`config.mk`:
```
export PLATFORM = sky130hd
export DESIGN_NAME = pkt_check
export DESIGN_NICKNAME = d
export VERILOG_FILES = /design/src/rtl/pkt_check.sv
export SDC_FILE = /design/constraint.sdc
export NUM_CORES = 1
export LEC_CHECK = 0
export CAP_MARGIN = 10
export CORE_MARGIN = 10
export CORE_UTILIZATION = 45
export DETAILED_ROUTE_END_ITERATION = 7
export HOLD_SLACK_MARGIN = 0.02
export PLACE_DENSITY = 0.73
export SLEW_MARGIN = 10
export SYNTH_ARGS = -nofsm -noshare
export SYNTH_HDL_FRONTEND = slang
export SYNTH_SLANG_ARGS = --single-unit
export TNS_END_PERCENT = 20
```
`constraint.sdc`:
```
create_clock -name clk -period 9.75 [get_ports clk]
set_input_delay 2.925 -clock clk [delete_from_list [all_inputs] [get_ports clk]]
set_output_delay 2.925 -clock clk [all_outputs]
set_load 0.005 [all_outputs]
```
`src/rtl/pkt_check.sv`:
```
// pkt_check: receive-side checker for the counting-packet stream.
// Locks on a header beat, checks each lane's counting sequence and the
// packet length, and keeps saturating counters for software readout.
//
// Ports:
//   clk, rst         clock, synchronous active-high reset
//   en, din_valid    a beat is taken when both are high
//   burst_len        expected data beats per packet minus 1
//   din              lane i = din[DIN_WIDTH*i +: DIN_WIDTH]
//   in_packet        high while locked inside a packet
//   pkt_done/pkt_ok  close pulse and its pass/fail qualifier
//   last_len         data-beat count of the last closed packet
//   *_count          saturating packet / error counters
//   first_err_*      first-error capture (tied to 0 unless enabled)
//
// Build option: define PKT_CHECK_ERR_CAPTURE_EN to build the
// first-error capture registers.

module pkt_check #(
    parameter int          DIN_WIDTH = 32,
    parameter int          PARALLEL  = 4,
    parameter logic [31:0] HEADER    = 32'haabbccdd
) (
    input  logic                          clk,
    input  logic                          rst,
    input  logic                          en,
    input  logic [31:0]                   burst_len,
    input  logic [DIN_WIDTH*PARALLEL-1:0] din,
    input  logic                          din_valid,
    output logic                          in_packet,
    output logic                          pkt_done,
    output logic                          pkt_ok,
    output logic [31:0]                   last_len,
    output logic [31:0]                   pkt_count,
    output logic [31:0]                   data_err_count,
    output logic [31:0]                   len_err_count,
    output logic [31:0]                   sync_err_count,
    output logic [31:0]                   first_err_beat,
    output logic [PARALLEL-1:0]           first_err_lanes,
    output logic [DIN_WIDTH-1:0]          first_err_word
);

    localparam logic [DIN_WIDTH-1:0] HDR  = HEADER[DIN_WIDTH-1:0];
    localparam logic [DIN_WIDTH-1:0] STEP = DIN_WIDTH'(PARALLEL);

    typedef enum logic {IDLE, DATA} state_e;

    state_e               state_q;
    logic [DIN_WIDTH-1:0] exp_q [PARALLEL];
    logic [31:0]          beats_q;
    logic                 err_q;
    logic                 done_q;
    logic                 ok_q;
    logic [31:0]          len_q;
    logic [31:0]          pkts_q;
    logic [31:0]          derr_q;
    logic [31:0]          lerr_q;
    logic [31:0]          serr_q;

    logic [DIN_WIDTH-1:0] lane [PARALLEL];
    logic [PARALLEL-1:0]  mism;
    logic                 beat;
    logic                 hdr;
    logic                 close;
    logic                 len_ok;

    function automatic logic [31:0] sat_inc(input logic [31:0] v);
        return (v == 32'hffffffff) ? v : v + 32'd1;
    endfunction

    always_comb begin
        hdr = 1'b1;
        for (int i = 0; i < PARALLEL; i++) begin
            lane[i] = din[DIN_WIDTH*i +: DIN_WIDTH];
            mism[i] = (lane[i] != exp_q[i]);
            hdr     = hdr & (lane[i] == HDR);
        end
        beat  = en & din_valid;
        hdr   = hdr & beat;
        // A packet closes on a gap or on a fresh header while in DATA.
        close = (state_q == DATA) & en & (!din_valid | hdr);
        // 33-bit compare so burst_len = all-ones can never match.
        len_ok = ({1'b0, beats_q} == ({1'b0, burst_len} + 33'd1));
    end

    always_ff @(posedge clk) begin
        if (rst) begin
            state_q <= IDLE;
            for (int i = 0; i < PARALLEL; i++) exp_q[i] <= '0;
            beats_q <= '0;
            err_q   <= 1'b0;
            done_q  <= 1'b0;
            ok_q    <= 1'b0;
            len_q   <= '0;
            pkts_q  <= '0;
            derr_q  <= '0;
            lerr_q  <= '0;
            serr_q  <= '0;
        end else begin
            done_q <= 1'b0;
            if (close) begin
                done_q <= 1'b1;
                ok_q   <= !err_q & len_ok;
                len_q  <= beats_q;
                pkts_q <= sat_inc(pkts_q);
                if (!len_ok) lerr_q <= sat_inc(lerr_q);
            end
            if (hdr) begin
                state_q <= DATA;
                for (int i = 0; i < PARALLEL; i++)
                    exp_q[i] <= DIN_WIDTH'(i);
                beats_q <= '0;
                err_q   <= 1'b0;
            end else if (en && !din_valid) begin
                state_q <= IDLE;
            end else if (beat && state_q == IDLE) begin
                serr_q <= sat_inc(serr_q);
            end else if (beat) begin
                if (|mism) begin
                    derr_q <= sat_inc(derr_q);
                    err_q  <= 1'b1;
                end
                // No resync: the sequence advances even on a bad beat.
                for (int i = 0; i < PARALLEL; i++)
                    exp_q[i] <= exp_q[i] + STEP;
                beats_q <= sat_inc(beats_q);
            end
        end
    end

    assign in_packet      = (state_q == DATA);
    assign pkt_done       = done_q;
    assign pkt_ok         = ok_q;
    assign last_len       = len_q;
    assign pkt_count      = pkts_q;
    assign data_err_count = derr_q;
    assign len_err_count  = lerr_q;
    assign sync_err_count = serr_q;

`ifdef PKT_CHECK_ERR_CAPTURE_EN
    logic                 cap_q;
    logic [31:0]          fbeat_q;
    logic [PARALLEL-1:0]  flanes_q;
    logic [DIN_WIDTH-1:0] fword_q;
    logic [DIN_WIDTH-1:0] fword_d;

    // Received value of the lowest-numbered mismatching lane.
    always_comb begin
        fword_d = '0;
        for (int i = PARALLEL - 1; i >= 0; i--)
            if (mism[i]) fword_d = lane[i];
    end

    always_ff @(posedge clk) begin
        if (rst) begin
            cap_q    <= 1'b0;
            fbeat_q  <= '0;
            flanes_q <= '0;
            fword_q  <= '0;
        end else if (beat && !hdr && state_q == DATA
                     && |mism && !cap_q) begin
            cap_q    <= 1'b1;
            fbeat_q  <= beats_q;
            flanes_q <= mism;
            fword_q  <= fword_d;
        end
    end

    assign first_err_beat  = fbeat_q;
    assign first_err_lanes = flanes_q;
    assign first_err_word  = fword_q;
`else
    assign first_err_beat  = '0;
    assign first_err_lanes = '0;
    assign first_err_word  = '0;
`endif

endmodule
```
[Word level (Yosys, flattened, before mapping)]
Memories as Yosys holds them, arrays and structs flattened.
Index checks and enable logic that the tools add are counted.
Word-level totals
  flip-flop bits (word level): 196
  latch bits: 0
  memory bits (writable): 128
  memory bits (read-only): 0
  input bits: 164
  memories: 1
Cells by class
  $add $sub $neg: 10
  multipliers: 0
  div/mod/pow operators: 0
  order comparisons: 0
  equal/unequal tests: 14
  shifts and indexed selects: 0
  muxes and demuxes: 22
  bitwise operators: 27
  reductions and logical operators: 13
Memory list
  exp_q: words 4, bits a word 32, read ports 4, clocked after Yosys merged registers in 0, write ports 4, RTL line 49  | logic [DIN_WIDTH-1:0] exp_q [PARALLEL];
Operators by type and width (count)
  $eq 32x32->1 const B: 9
  $mux 32: 8
  $add 32x1->32 const B: 5
  $add 32x3->32 const B: 4
  $ne 32x32->1: 4
  $add 32x1->33 const B: 1
  $eq 32x33->1: 1
  $mux 1: 14
  $reduce_and 4->1: 3
  $not 1->1: 10
  $or 1x1->1: 9
  $and 1x1->1: 8
  $reduce_and 6->1: 1
  $reduce_or 4->1: 1
  $reduce_and 3->1: 1
  $logic_and 1x1->1: 2
  $logic_not 1->1: 2
  $reduce_and 2->1: 1
  $reduce_bool 2->1: 1
  $reduce_or 2->1: 1

[Logic depth before layout (Yosys ltp)]
  word-level depth: 10
  depth in mapped cells: 14

[Worst setup path after synthesis]
No wires, ideal clock.
  kind: input to register
  start point: in burst_len[0]
  end point: reg lerr_q[10], in the netlist len_err_count[10]
  library setup time: 0.123 ns
  arrival time: 5.621 ns
  path slack: 4.005 ns
  stages: 13
  buffers on the path: 3
  cells stage by stage: ha_1 -> nand3_1 -> nor2_1 -> clkbuf_1 -> nand4_1 -> a21o_1 -> or4_1 -> nor4_1 -> and4_1 -> buf_2 -> buf_2 -> nor4_1 -> mux2_1
On the way
  word-level cells in the longest chain between the ends: 4
RTL lines
  start: declaration: RTL line 27  | input logic [31:0] burst_len,
  $add 32x1->33: RTL line 83  | len_ok = ({1'b0, beats_q} == ({1'b0, burst_len} + 33'd1));
  $eq 32x33->1: RTL line 83
  $not 1->1 (no source line)
  $reduce_and 3->1 (no source line)
  end signal: assignment: RTL line 106  | if (!len_ok) lerr_q <= sat_inc(lerr_q);
  end: declaration: RTL line 57  | logic [31:0] lerr_q;
Every way passes these cells.
A chain may end at the register's enable or synchronous reset.

[Worst setup path in the final report]
  start point: in din_valid
  end point: reg lerr_q[15], in the netlist len_err_count[15]
On the way
  word-level cells in the longest chain between the ends: 5
  elaborated cells between the ends (all ways): 6
RTL lines
  start: declaration: RTL line 29  | input logic din_valid,
  $and 1x1->1: RTL line 78  | beat = en & din_valid;
  $and 1x1->1: RTL line 79  | hdr = hdr & beat;
  $or 1x1->1 *: RTL line 81  | close = (state_q == DATA) & en & (!din_valid | hdr);
  $and 1x1->1 *: RTL line 81
  $reduce_and 3->1 (no source line) *
Mark *: on every way between the ends. The rest lies on a longest branch, timed or not.

==> results_dict.tcl <==
set metrics [dict create \
    rr_worst_depth 9 \
    r2r_setup_slack_ns 5.97 \
    ys_types 66 \
    initial_core_util_pct 45.68 \
    synthArstFlopShare_pct 0 \
    ys_ff_latch 319 \
    io_buffers 326 \
    cp_common_cell "or3_1" \
    synthFlopType "dfxtp_1" \
    fin_crit_ns 7.206 \
    max_stage_delay_ns 1.00 \
    grt_max_degree 95 \
    drc_errors 0 \
    yosys.area.top_type_share_pct 24.92 \
    fin_tns_setup_ns 0 \
    hold_path_end "last_len[19]" \
    drive_gt1_share_pct 3.432 \
    post_synth.cell_area_avg_um2 8.821 \
    wl_um 60530 \
    cp_max_fo 48 \
    maxCapViolations 0 \
    cts-buffers-inserted 38 \
    hold_class "reg -> reg" \
    power_switching_share_pct 23.82 \
    fp.dieW_um 221.3 \
    synth_top_area_cell "dfxtp_1" \
    die-area_um2 48970 \
    dpl.hpwl_um 46600 \
    most-common-layout-cells "clkdlybuf4s50_1, nor2_1, xor2_1" \
    post-place-ws_ns 2.045 \
    grt_setup_unrepaired "no" \
    root_buffer "clkbuf_16" \
    grt.overflow.total 0 \
    boundaryPins 395 \
    clock_latency_ns 0.57 \
    antenna_found_initial 0 \
    final_common_cell "clkdlybuf4s50_1" \
    internal_power_uw 2405 \
    synth_warnings 0 \
    total_power_uw 3158 \
    r2r_end "data_err_count[19]" \
    avgViaCountPerCell 5.548 \
    dr.pass1.iters 7 \
    cts_tree "built" \
    antenna_cells 0 \
    hold_depth 2 \
    cts_hold_buf 0 \
    drtIter0Drc 1284 \
    wl_per_cell_um 20.77 \
    setup_viol 0 \
    grt_pass1_vias 15870 \
    coreArea_um2 39910 \
    syn_area_um2 18230 \
    placed_cells_incl_taps 2843 \
    rows 73 \
    postCtsSetupBuffers 0 \
    clock_sinks 319 \
    finalCritPeriodShare_pct 73.91 \
    p_leak_uw 0.008003 \
    cp.arrival_ns 7.68 \
    crit_chain "clkdlybuf4s50_1 > nand4_1 > nor4_1 > nand4_1 > or3_1 > a21o_1 > a31o_1 > buf_4 > or3_1 > or3_1 > a21oi_1" \
    final_hold_viol_count 0 \
    clock_path_buffers 3 \
    worstSetupEndpointType "flip-flop" \
    layout.nets 2533 \
    crit_type "in -> reg" \
    required_ns 10.23 \
    power.density_nw_per_um2 137.4 \
    worst_clock_skew_ns 0.02065 \
    relSlewSlack_pct 18.57 \
    yosysSeqAreaShare_pct 40.07 \
    grt.total_usage_pct 23.60 \
    min-delay-start "last_len[19]" \
    worstMarginPinSlew_ns 1.210 \
    via_count 16170 \
    clk_pin_slew_worst_paths_ns 0.06 \
    ys_top_cells_by_area "dfxtp_1, edfxtp_1, xor2_1" \
    synth_edf_count 92 \
    cts_resized 0 \
    fmax_mhz 138.8 \
    power_switching_uw 752.2 \
    final_antenna_net_count 0 \
    worstReg2RegStart "exp_q[3][25]" \
    status "finished, final reports clean" \
    combPwrFrac_pct 7.5 \
    htree_num_levels 2 \
    syn_inst 2067 \
    setup_slack_ns 2.544 \
    startpoint_type "input port" \
    gp_congestion 1.023 \
    grt_pass1_wl_um 93280 \
    syn_to_final_growth_pct 26.02 \
    layout.cells.non_filler 2914 \
    pwr-share-clk_pct 47.5 \
    slowest_stage "nor4_1" \
    vdd_drop_max_mv 0.1229 \
    die_h_um 221.3 \
    pwr-share-seq_pct 44.9 \
    slew_viol_final 0 \
]
==> flip-flops by register name, summed over array words and instances (netlist names) <==
name and cells:
err_q 1, data_err_count 32, pkt_done 1, sync_err_count 32
pkt_ok 1, len_err_count 32, pkt_count 32, exp_q 123
beats_q 32, in_packet 1, last_len 32
==> cells by family after synthesis <==
logic type                 after synthesis  share of synthesized area [%]
AOI/OAI and AO/OA                      158                          5.565
buffers and inverters                  177                          5.188
DFF                                    319                          40.07
other                                    1                        0.02057
muxes                                   52                          2.930
and+or+nand+nor                        986                          28.05
adders and majority gates               10                         0.6862
xor gates and xnor gates               364                          17.48
==> cells in the mapped netlist (41+ instances only) <==
master,count
and3_1,81
mux2i_1,41
nand4_1,82
nor4_1,53
nand3_1,99
xnor2_1,112
buf_4,70
edfxtp_1,92
a21oi_1,49
nor2_1,313
dfxtp_1,227
nand2_1,145
clkbuf_1,64
xor2_1,252
==> worst max-delay path by stage <==
stage | start | to | slack (ns) | cells past startpoint
3_3_place_gp | din_valid | len_err_count[15] | 2.10 | 11
2_1_floorplan | burst_len[0] | len_err_count[10] | 4.01 | 13
5_1_grt | din_valid | len_err_count[15] | 2.32 | 11
6_report | din_valid | len_err_count[15] | 2.54 | 11
3_5_place_dp | din_valid | len_err_count[15] | 2.05 | 11
4_1_cts | din_valid | len_err_count[15] | 2.63 | 11
==> routing by layer <==
metal  GRT usage [%]  routed length, um
met5               0                  0
met4           7.794               1724
met3           5.879               5096
met2           39.59              28910
met1           28.98              24790
==> power by group through the flow <==
stage,clock [uW],sequential [uW],combinational [uW]
CTS,1530,1420,234
global route,1580,1420,254
global placement,0,1440,232
detailed placement,0,1450,232
finish,1500,1420,238
floorplan,0,1430,126
==> area by class of cell <==
cell class                 count  area [um^2]
sequential                   319         7307
timing repair buffer         335         3332
tap                          525        656.9
inverter                      27        101.3
multi-input combinational   1638        10260
fill                        3543        16940
clock buffer                  51         1071
clock inverter                19        249.0
==> through the flow <==
step	hold WS (ns)	cell area, um^2	util (%)
6_report	0.4921	22980	57.57
3_3_place_gp	0.4787	21650	54.24
4_1_cts	0.5008	22970	57.55
3_5_place_dp	0.4864	21650	54.24
2_1_floorplan	0.4411	18490	-
5_1_grt	0.5247	22980	57.57
==> worst max-delay path, delay by kind of cell <==
kind | cells | cell delay (ns)
buffers and inverters | 2 | 0.95
AOI/OAI and AO/OA | 3 | 0.87
and+or+nand+nor | 6 | 2.93
No activity file was read; power rests on OpenSTA's default activity.
